<file path="src/rtl/sdram_ram_arbiter.sv">
// Multi-port round-robin arbiter in front of an SDRAM core, with burst write
// locking and an in-order response-routing FIFO. Request and response paths
// are purely combinational, so the arbiter adds no cycles of latency.
// Optional build macro: SDRAM_ARB_QOS_EN gives a requesting port 0 priority
// in every unlocked arbitration.
module sdram_ram_arbiter #(
  parameter int unsigned NUM_PORTS   = 2,
  parameter int unsigned OUTSTANDING = 4,
  parameter int unsigned LEN_W       = 8
) (
  input  logic                         clk_i,
  input  logic                         rst_ni,
  input  logic [NUM_PORTS*32-1:0]      in_addr_i,
  input  logic [NUM_PORTS*4-1:0]       in_wr_i,
  input  logic [NUM_PORTS-1:0]         in_rd_i,
  input  logic [NUM_PORTS*LEN_W-1:0]   in_len_i,
  input  logic [NUM_PORTS*32-1:0]      in_wdata_i,
  output logic [NUM_PORTS-1:0]         in_accept_o,
  output logic [NUM_PORTS-1:0]         in_ack_o,
  output logic                         in_error_o,
  output logic [31:0]                  in_read_data_o,
  output logic [31:0]                  ram_addr_o,
  output logic [3:0]                   ram_wr_o,
  output logic                         ram_rd_o,
  output logic [LEN_W-1:0]             ram_len_o,
  output logic [31:0]                  ram_write_data_o,
  input  logic                         ram_accept_i,
  input  logic                         ram_ack_i,
  input  logic                         ram_error_i,
  input  logic [31:0]                  ram_read_data_i
);

  localparam int unsigned PW  = $clog2(NUM_PORTS);
  localparam int unsigned PW1 = PW + 1;
  localparam int unsigned AW  = $clog2(OUTSTANDING);
  localparam int unsigned CW  = AW + 1;
  localparam int unsigned BW  = LEN_W + 1;

  logic [NUM_PORTS-1:0] req;
  logic [NUM_PORTS-1:0] wr_req;
  logic [PW-1:0]        rr_ptr_q;
  logic                 lock_q;
  logic [PW-1:0]        lock_port_q;
  logic [LEN_W-1:0]     lock_cnt_q;
  logic [PW-1:0]        fifo_port_q  [OUTSTANDING];
  logic [BW-1:0]        fifo_beats_q [OUTSTANDING];
  logic [AW-1:0]        wr_ptr_q;
  logic [AW-1:0]        rd_ptr_q;
  logic [CW-1:0]        count_q;
  logic [BW-1:0]        beat_cnt_q;
  logic                 fifo_full;
  logic                 fifo_empty;
  logic                 gnt_valid;
  logic [PW-1:0]        gnt_idx;
  logic                 gnt_is_wr;
  logic                 accept;
  logic                 ack_hit;
  logic                 pop;
  logic [PW-1:0]        head_port;
  logic [BW-1:0]        head_beats;
  logic [PW:0]          cand;

  // Select bit idx of a per-port vector without an out-of-range index.
  function automatic logic bit_at(input logic [NUM_PORTS-1:0] v, input logic [PW-1:0] idx);
    logic r;
    r = 1'b0;
    for (int p = 0; p < NUM_PORTS; p++) begin
      if (idx == PW'(p)) r = v[p];
    end
    return r;
  endfunction

  // Per-port request decode; any write strobe makes it a write.
  always_comb begin
    wr_req = '0;
    req    = '0;
    for (int p = 0; p < NUM_PORTS; p++) begin
      wr_req[p] = |in_wr_i[p*4 +: 4];
      req[p]    = wr_req[p] | in_rd_i[p];
    end
  end

  assign fifo_empty = (count_q == '0);
  assign fifo_full  = (count_q == CW'(OUTSTANDING));

  // Grant selection: held lock first, otherwise round-robin from the pointer.
  always_comb begin
    gnt_valid = 1'b0;
    gnt_idx   = '0;
    cand      = '0;
    if (!fifo_full) begin
      if (lock_q) begin
        gnt_valid = bit_at(req, lock_port_q);
        gnt_idx   = lock_port_q;
      end
`ifdef SDRAM_ARB_QOS_EN
      else if (req[0]) begin
        gnt_valid = 1'b1;
        gnt_idx   = '0;
      end
`endif
      else begin
        for (int i = 0; i < NUM_PORTS; i++) begin
          cand = {1'b0, rr_ptr_q} + PW1'(i);
          if (cand >= PW1'(NUM_PORTS)) cand = cand - PW1'(NUM_PORTS);
          if (!gnt_valid && bit_at(req, cand[PW-1:0])) begin
            gnt_valid = 1'b1;
            gnt_idx   = cand[PW-1:0];
          end
        end
      end
    end
  end

  assign accept = ram_accept_i & gnt_valid;

  // Core request mux and per-port accept strobes; all zero without a grant.
  always_comb begin
    ram_addr_o       = '0;
    ram_wr_o         = '0;
    ram_rd_o         = 1'b0;
    ram_len_o        = '0;
    ram_write_data_o = '0;
    in_accept_o      = '0;
    for (int p = 0; p < NUM_PORTS; p++) begin
      if (gnt_valid && gnt_idx == PW'(p)) begin
        ram_addr_o       = in_addr_i[p*32 +: 32];
        ram_wr_o         = in_wr_i[p*4 +: 4];
        ram_rd_o         = in_rd_i[p] & ~wr_req[p];
        ram_len_o        = in_len_i[p*LEN_W +: LEN_W];
        ram_write_data_o = in_wdata_i[p*32 +: 32];
        in_accept_o[p]   = ram_accept_i;
      end
    end
  end

  assign gnt_is_wr = |ram_wr_o;

  assign head_port  = fifo_port_q[rd_ptr_q];
  assign head_beats = fifo_beats_q[rd_ptr_q];
  assign ack_hit    = ram_ack_i & ~fifo_empty;
  assign pop        = ack_hit && ((beat_cnt_q + BW'(1)) == head_beats);

  // Response routing to the head port; data and error go straight through.
  always_comb begin
    in_ack_o = '0;
    for (int p = 0; p < NUM_PORTS; p++) begin
      in_ack_o[p] = ack_hit && (head_port == PW'(p));
    end
  end

  assign in_error_o     = ram_error_i;
  assign in_read_data_o = ram_read_data_i;

  // Round-robin pointer and burst write lock.
  always_ff @(posedge clk_i or negedge rst_ni) begin
    if (!rst_ni) begin
      rr_ptr_q    <= '0;
      lock_q      <= 1'b0;
      lock_port_q <= '0;
      lock_cnt_q  <= '0;
    end else if (accept) begin
      if (lock_q) begin
        lock_cnt_q <= lock_cnt_q - LEN_W'(1);
        if (lock_cnt_q == LEN_W'(1)) lock_q <= 1'b0;
      end else begin
        rr_ptr_q <= (gnt_idx == PW'(NUM_PORTS - 1)) ? '0 : gnt_idx + PW'(1);
        if (gnt_is_wr && (ram_len_o != '0)) begin
          lock_q      <= 1'b1;
          lock_port_q <= gnt_idx;
          lock_cnt_q  <= ram_len_o;
        end
      end
    end
  end

  // Routing FIFO payload: owning port and expected response beats.
  always_ff @(posedge clk_i) begin
    if (accept) begin
      fifo_port_q[wr_ptr_q]  <= gnt_idx;
      fifo_beats_q[wr_ptr_q] <= gnt_is_wr ? BW'(1) : BW'(ram_len_o) + BW'(1);
    end
  end

  // Routing FIFO pointers, occupancy and head beat counter.
  always_ff @(posedge clk_i or negedge rst_ni) begin
    if (!rst_ni) begin
      wr_ptr_q   <= '0;
      rd_ptr_q   <= '0;
      count_q    <= '0;
      beat_cnt_q <= '0;
    end else begin
      if (accept) wr_ptr_q <= wr_ptr_q + AW'(1);
      if (pop)    rd_ptr_q <= rd_ptr_q + AW'(1);
      case ({accept, pop})
        2'b10:   count_q <= count_q + CW'(1);
        2'b01:   count_q <= count_q - CW'(1);
        default: count_q <= count_q;
      endcase
      if (ack_hit) beat_cnt_q <= pop ? '0 : beat_cnt_q + BW'(1);
    end
  end

endmodule

</file>
<file path="config.mk">
export PLATFORM = sky130hd
export DESIGN_NAME = sdram_ram_arbiter
export DESIGN_NICKNAME = d
export VERILOG_FILES = /design/src/rtl/sdram_ram_arbiter.sv
export SDC_FILE = /design/constraint.sdc
export NUM_CORES = 1
export LEC_CHECK = 0
export CAP_MARGIN = 20
export CORE_AREA = 2 2 119 121
export DETAILED_ROUTE_END_ITERATION = 6
export DIE_AREA = 0 0 121 123
export PLACE_DENSITY = 0.78
export SLEW_MARGIN = 20
export SYNTH_ARGS = -nofsm -noshare
export SYNTH_HDL_FRONTEND = slang
export SYNTH_SLANG_ARGS = --single-unit
</file>
<file path="constraint.sdc">
create_clock -name clk_i -period 4.6 [get_ports clk_i]
set_input_delay 0.92 -clock clk_i [delete_from_list [all_inputs] [get_ports clk_i]]
set_output_delay 0.92 -clock clk_i [all_outputs]
set_load 0.01 [all_outputs]
</file>
==> results.json, run 1 <==
{
  "hpwl_mm": 13.6,
  "diodes": 0,
  "leakage_nw": 2.96,
  "grt_usage": 0.217,
  "wl_mm": 16.7,
  "yosys_warnings": 0,
  "grt_use_met3": 0.0627,
  "final_util": 0.548,
  "setup_tns_ns": 0,
  "hold_violations": 0,
  "cts_hold_buf": 0,
  "r2r_slack_ns": 0.93,
  "synth_nets": 632,
  "ir_drop_uv": 308,
  "avgRoutedWirePerCell_um": 20.2,
  "drtIter0Drc": 287,
  "synth-async-reset-ratio": 0.403,
  "postRouteAntennaNets": 0,
  "pin_count": 305,
  "report.power.total_mw": 5.02,
  "nets": 842,
  "critPathLaunch": "in_wr_i[4]",
  "use_met2": 0.360,
  "rows": 43,
  "yosysUniqueCellTypes": 71,
  "placedCellCount": 807,
  "initial_core_util": 0.346,
  "coreArea_mm2": 0.0136,
  "tritoncts": "done",
  "clock_latency_ns": 0.33,
  "timing.rr.start": "rd_ptr_q[0]$_DFFE_PN0P_",
  "synth-seq-cells": 67,
  "period_needed_ns": 4.48,
  "final_cell_mix": "clkdlybuf4s50_1, a22o_1, edfxtp_1",
  "cts_root_buf": "clkbuf_16",
  "fillers": 1165,
  "drc_errors": 0,
  "clkTransAtPathRegs_ns": 0.06,
  "grt_pass1_wl_mm": 24.4,
  "finalSetupViolations": 0,
  "busiest_layer": "met2",
  "clockBufferDepth": 2,
  "min_path_cells": 1,
  "antenna_found_initial": 0,
  "path_max_fanout": 31,
  "r2r_cells": 13,
  "cp-end-kind": "output pin",
  "dieArea_mm2": 0.0149,
  "synth_area_per_cell_um2": 11.0,
  "num_vias": 4401,
  "synthCells": 430,
  "finClkSkew_ns": 0.0118,
  "grt-ovfl-total": 0,
  "synth_edf_count": 40,
  "critPathRequiredTime_ns": 3.68,
  "synth-main-ff-cell": "edfxtp_1",
  "finalCritPeriodShare": 0.975,
  "critPathArrivalTime_ns": 3.56,
  "cts_sinks": 67,
  "min_from": "beat_cnt_q[8]$_DFFE_PN0P_",
  "hold_path_end": "beat_cnt_q[8]$_DFFE_PN0P_",
  "startpoint_type": "input port",
  "cap_violations": 0,
  "tightest_slew_ns": 0.724,
  "ys_seq_area_frac": 0.398,
  "grt_pass1_vias": 4312,
  "area_delta_synth_final_pct": 58.4,
  "fmax_ghz": 0.223,
  "run_status": "completed",
  "fp.dieH_um": 123,
  "slew_headroom": 0.517,
  "vias_per_cell": 5.33,
  "syn_area_mm2": 0.00471,
  "drt_first_pass_iters": 7,
  "crit_type": "in -> out",
  "numCtsBuffers": 9,
  "routabilityCongestion": 0.860,
  "drive_above_1_share": 0.115,
  "grt_use_met1": 0.281,
  "final_cells": 825,
  "grt_max_degree": 35,
  "powerDensity_mw_per_mm2": 672,
  "r2r-end": "count_q[2]$_DFFE_PN0P_",
  "chipWidth_um": 121,
  "min_path_type": "reg -> reg",
  "final_max_slew_viol_count": 0,
  "final_common_cell": "clkdlybuf4s50_1",
  "rsz0062_at_grt": "false",
  "ctsHtreeMaxLevel": 3,
  "port_buffers": 238
}
## worst max path at each step
stage / endpoint / slack (ns) / cells past startpoint
floorplan: ram_addr_o[11] / 0.96 / 7
global placement: ram_addr_o[13] / 0.09 / 7
detailed placement: ram_addr_o[17] / 0.04 / 7
CTS: ram_addr_o[17] / 0.02 / 7
global route: ram_addr_o[15] / 0.02 / 7
finish: ram_addr_o[17] / 0.12 / 7
## cells in the mapped netlist, types with 10 or more instances
| cell type | n | area share |
|---|---|---|
| a22o_1 | 69 | 0.13 |
| edfxtp_1 | 40 | 0.25 |
| buf_4 | 35 | 0.056 |
| dfrtp_1 | 27 | 0.14 |
| nand2_1 | 22 | 0.018 |
| inv_1 | 19 | 0.015 |
| a21oi_1 | 17 | 0.018 |
| nor2_1 | 15 | 0.012 |
| clkbuf_1 | 11 | 0.0088 |
| xnor2_1 | 11 | 0.020 |
| ha_1 | 10 | 0.027 |
| mux4_2 | 10 | 0.048 |
| nand3_1 | 10 | 0.011 |
## logic make-up (layout without fill, tap and decap cells)
group / count (synthesis) / after routing / synth area share
xor+xnor: 24 / 24 / 0.0574
fa+ha+maj: 11 / 11 / 0.0308
buf+inv: 78 / 293 / 0.0940
flops: 67 / 67 / 0.398
mux: 15 / 15 / 0.0597
simple gates: 105 / 105 / 0.130
compound gates: 130 / 130 / 0.229
## what timing repair did
action | in CTS | in global routing
setup endpoints to repair | 0 | 27
gates resized for setup | 0 | 2
buffers inserted | 0 | 2
## flip-flops by register name, summed over array words and instances (netlist names)
register / flops
beat_cnt_q: 9
count_q: 3
fifo_beats_q: 36
fifo_port_q: 4
lock_cnt_q: 8
lock_port_q: 1
lock_q: 1
rd_ptr_q: 2
rr_ptr_q: 1
wr_ptr_q: 2
## critical path, cell delays in order
cell             delay, ns
clkdlybuf4s50_1       0.45
or4_4                 0.57
o211a_4               0.27
nor2_4                0.24
buf_6                 0.27
a22o_1                0.24
clkdlybuf4s50_1       0.59
## power breakdown
part	leakage (nW)	switching [mW]	internal [mW]
Sequential	0.679	0.162	0.895
Combinational	2.12	1.56	1.68
Clock	0.163	0.256	0.466
## stage by stage
| step | setup WS [ns] | hold WS [ns] | cell area (um^2) |
|---|---|---|---|
| 2_1_floorplan | 0.962 | 0.489 | 4710 |
| 6_report | 0.115 | 0.536 | 7460 |
| 3_5_place_dp | 0.0401 | 0.533 | 7110 |
| 3_3_place_gp | 0.0932 | 0.510 | 7110 |
| 5_1_grt | 0.0209 | 0.569 | 7460 |
| 4_1_cts | 0.0181 | 0.541 | 7440 |
## area by class of cell
class	instances	area (um^2)	share of cell area
Clock buffer	13	304	0.0407
Clock inverter	3	21.3	0.00285
Inverter	19	71.3	0.00956
Multi-Input combinational cell	285	2400	0.322
Sequential cell	67	1880	0.251
Tap cell	180	225	0.0302
Timing Repair Buffer	258	2560	0.343
## routing by layer
metal | up-vias | wire length [um]
li1 | 2034 | -
met1 | 2158 | 6920
met5 | - | 0
met3 | 15 | 1270
met4 | 0 | 242
met2 | 194 | 8260
Note: power is estimated with default switching activity, not from simulation.
==> inputs of run 2 (changes only) <==
- CELL_PAD_IN_SITES_DETAIL_PLACEMENT: unset -> 0
- CELL_PAD_IN_SITES_GLOBAL_PLACEMENT: unset -> 2
- CORE_AREA: 2 2 119 121 -> unset
- CORE_MARGIN: unset -> 2
- CORE_UTILIZATION: unset -> 22
- DIE_AREA: 0 0 121 123 -> unset
- GPL_ROUTABILITY_DRIVEN: unset -> 0
- PLACE_DENSITY: 0.78 -> unset
- PLACE_DENSITY_LB_ADDON: unset -> 0.1
==> results.json, run 2 (synthesis results as in run 1) <==
{
  "path_max_fanout": 20,
  "drtIter0Drc": 130,
  "timing.rr.start": "rd_ptr_q[0]$_DFFE_PN0P_",
  "hold_path_end": "beat_cnt_q[8]$_DFFE_PN0P_",
  "grt-ovfl-total": 0,
  "final_max_slew_viol_count": 0,
  "final_area_mm2": 0.00755,
  "setup_tns_ns": 0,
  "largest_registers": "fifo_beats_q (36), beat_cnt_q (9), lock_cnt_q (8)",
  "p_clk_frac": 0.132,
  "grt_use_met1": 0.163,
  "numCtsBuffers": 9,
  "grt_pass1_wl_mm": 25.1,
  "finClkSkew_ns": 0.00479,
  "hpwl_mm": 13.4,
  "ir_drop_uv": 226,
  "cts_sinks": 67,
  "final_cell_mix": "clkdlybuf4s50_1, a22o_1, edfxtp_1",
  "diodes": 0,
  "tritoncts": "done",
  "powerDensity_mw_per_mm2": 647,
  "grt_pass1_vias": 4507,
  "num_vias": 4260,
  "swShare": 0.392,
  "rsz0062_at_grt": "false",
  "finalSetupViolations": 0,
  "tightest_slew_ns": 0.724,
  "ctsHtreeMaxLevel": 3,
  "regMostFlops": "fifo_beats_q",
  "initial_core_util": 0.224,
  "pin_count": 305,
  "min_from": "beat_cnt_q[8]$_DFFE_PN0P_",
  "port_buffers": 238,
  "clkTransAtPathRegs_ns": 0.05,
  "combPwrFrac": 0.652,
  "grt_max_degree": 28,
  "clockBufferDepth": 2,
  "rows": 53,
  "cts_root_buf": "clkbuf_16",
  "p_seq_frac": 0.216,
  "r2r_cells": 12,
  "final_common_cell": "clkdlybuf4s50_1",
  "busiest_layer": "met2",
  "cap_violations": 0,
  "placedCellCount": 909,
  "hold_violations": 0,
  "grt_use_met3": 0.0503,
  "drive_above_1_share": 0.118,
  "fp.dieH_um": 150,
  "coreArea_mm2": 0.0210,
  "min_path_type": "reg -> reg",
  "postRouteAntennaNets": 0,
  "min_path_cells": 1,
  "critPathArrivalTime_ns": 3.50,
  "period_needed_ns": 4.42,
  "fmax_ghz": 0.226,
  "startpoint_type": "input port",
  "area_delta_synth_final_pct": 60.2,
  "leakage_nw": 2.96,
  "cts.repair.resized": 0,
  "critPathRequiredTime_ns": 3.68,
  "switchingPower_mw": 1.92,
  "wl_mm": 16.3,
  "final_cells": 925,
  "chipWidth_um": 150,
  "post_cts_buffers": 0,
  "slew_headroom": 0.517,
  "nets": 847,
  "cts_hold_buf": 0,
  "p_int_mw": 2.97,
  "r2r-end": "count_q[2]$_DFFE_PN0P_",
  "vias_per_cell": 4.61,
  "largest_reg_flops": 36,
  "run_status": "completed",
  "antenna_found_initial": 0,
  "drc_errors": 0,
  "drt_first_pass_iters": 4,
  "dieArea_mm2": 0.0226,
  "clock_latency_ns": 0.33,
  "placed_area_mm2": 0.00727,
  "crit_type": "in -> out",
  "r2r_slack_ns": 1.16,
  "grt_usage": 0.146,
  "use_met2": 0.263,
  "avgRoutedWirePerCell_um": 17.7,
  "finalCritPeriodShare": 0.960,
  "cp-end-kind": "output pin"
}
[run 2: cell type report]
class	count	area, um^2
well taps	275	344
flip-flops and latches	67	1880
multi-input cells	285	2400
clock buffers	14	274
inverters	19	71.3
repair buffers	263	2570
fillers	2116	13500
clock inverters	2	8.76
[run 2: critical path: stages]
cell             delay [ns]
clkdlybuf4s50_1        0.50
nor4_4                 0.39
a211oi_1               0.18
nor3_4                 0.35
buf_4                  0.32
a22oi_2                0.12
inv_1                  0.12
clkdlybuf4s50_1        0.57
[run 2: power groups by stage]
stage | Sequential [mW] | Combinational, mW | Clock [mW]
6_report | 1.06 | 3.18 | 0.645
5_1_grt | 1.09 | 3.45 | 0.695
4_1_cts | 1.06 | 3.25 | 0.664
3_5_place_dp | 1.07 | 3.23 | 0
3_3_place_gp | 1.06 | 3.23 | 0
2_1_floorplan | 0.998 | 1.78 | 0
[run 2: worst max path at each step]
stage,startpoint,end,slack [ns],cells after the start
finish,in_wr_i[3],ram_len_o[0],0.18,8
global route,in_wr_i[3],ram_len_o[0],0.05,8
CTS,in_wr_i[4],ram_len_o[1],0.16,7
detailed placement,in_wr_i[4],ram_len_o[1],0.17,7
global placement,in_wr_i[3],ram_len_o[4],0.19,7
floorplan,in_wr_i[4],ram_addr_o[11],0.96,7
[run 2: per-layer routing]
layer,vias up,wire [um],part of all wire
li1,2050,-,-
met2,145,8740,0.54
met5,-,0,0
met1,2050,6340,0.39
met3,15,1010,0.062
met4,0,243,0.015
[run 2: metrics by stage]
step / setup WS [ns] / hold slack [ns] / total power [mW] / util
2_1_floorplan: 0.962 / 0.489 / 2.78 / -
3_3_place_gp: 0.186 / 0.511 / 4.29 / 0.346
3_5_place_dp: 0.166 / 0.528 / 4.30 / 0.346
4_1_cts: 0.163 / 0.540 / 4.97 / 0.359
5_1_grt: 0.0522 / 0.584 / 5.24 / 0.359
6_report: 0.184 / 0.532 / 4.88 / 0.359
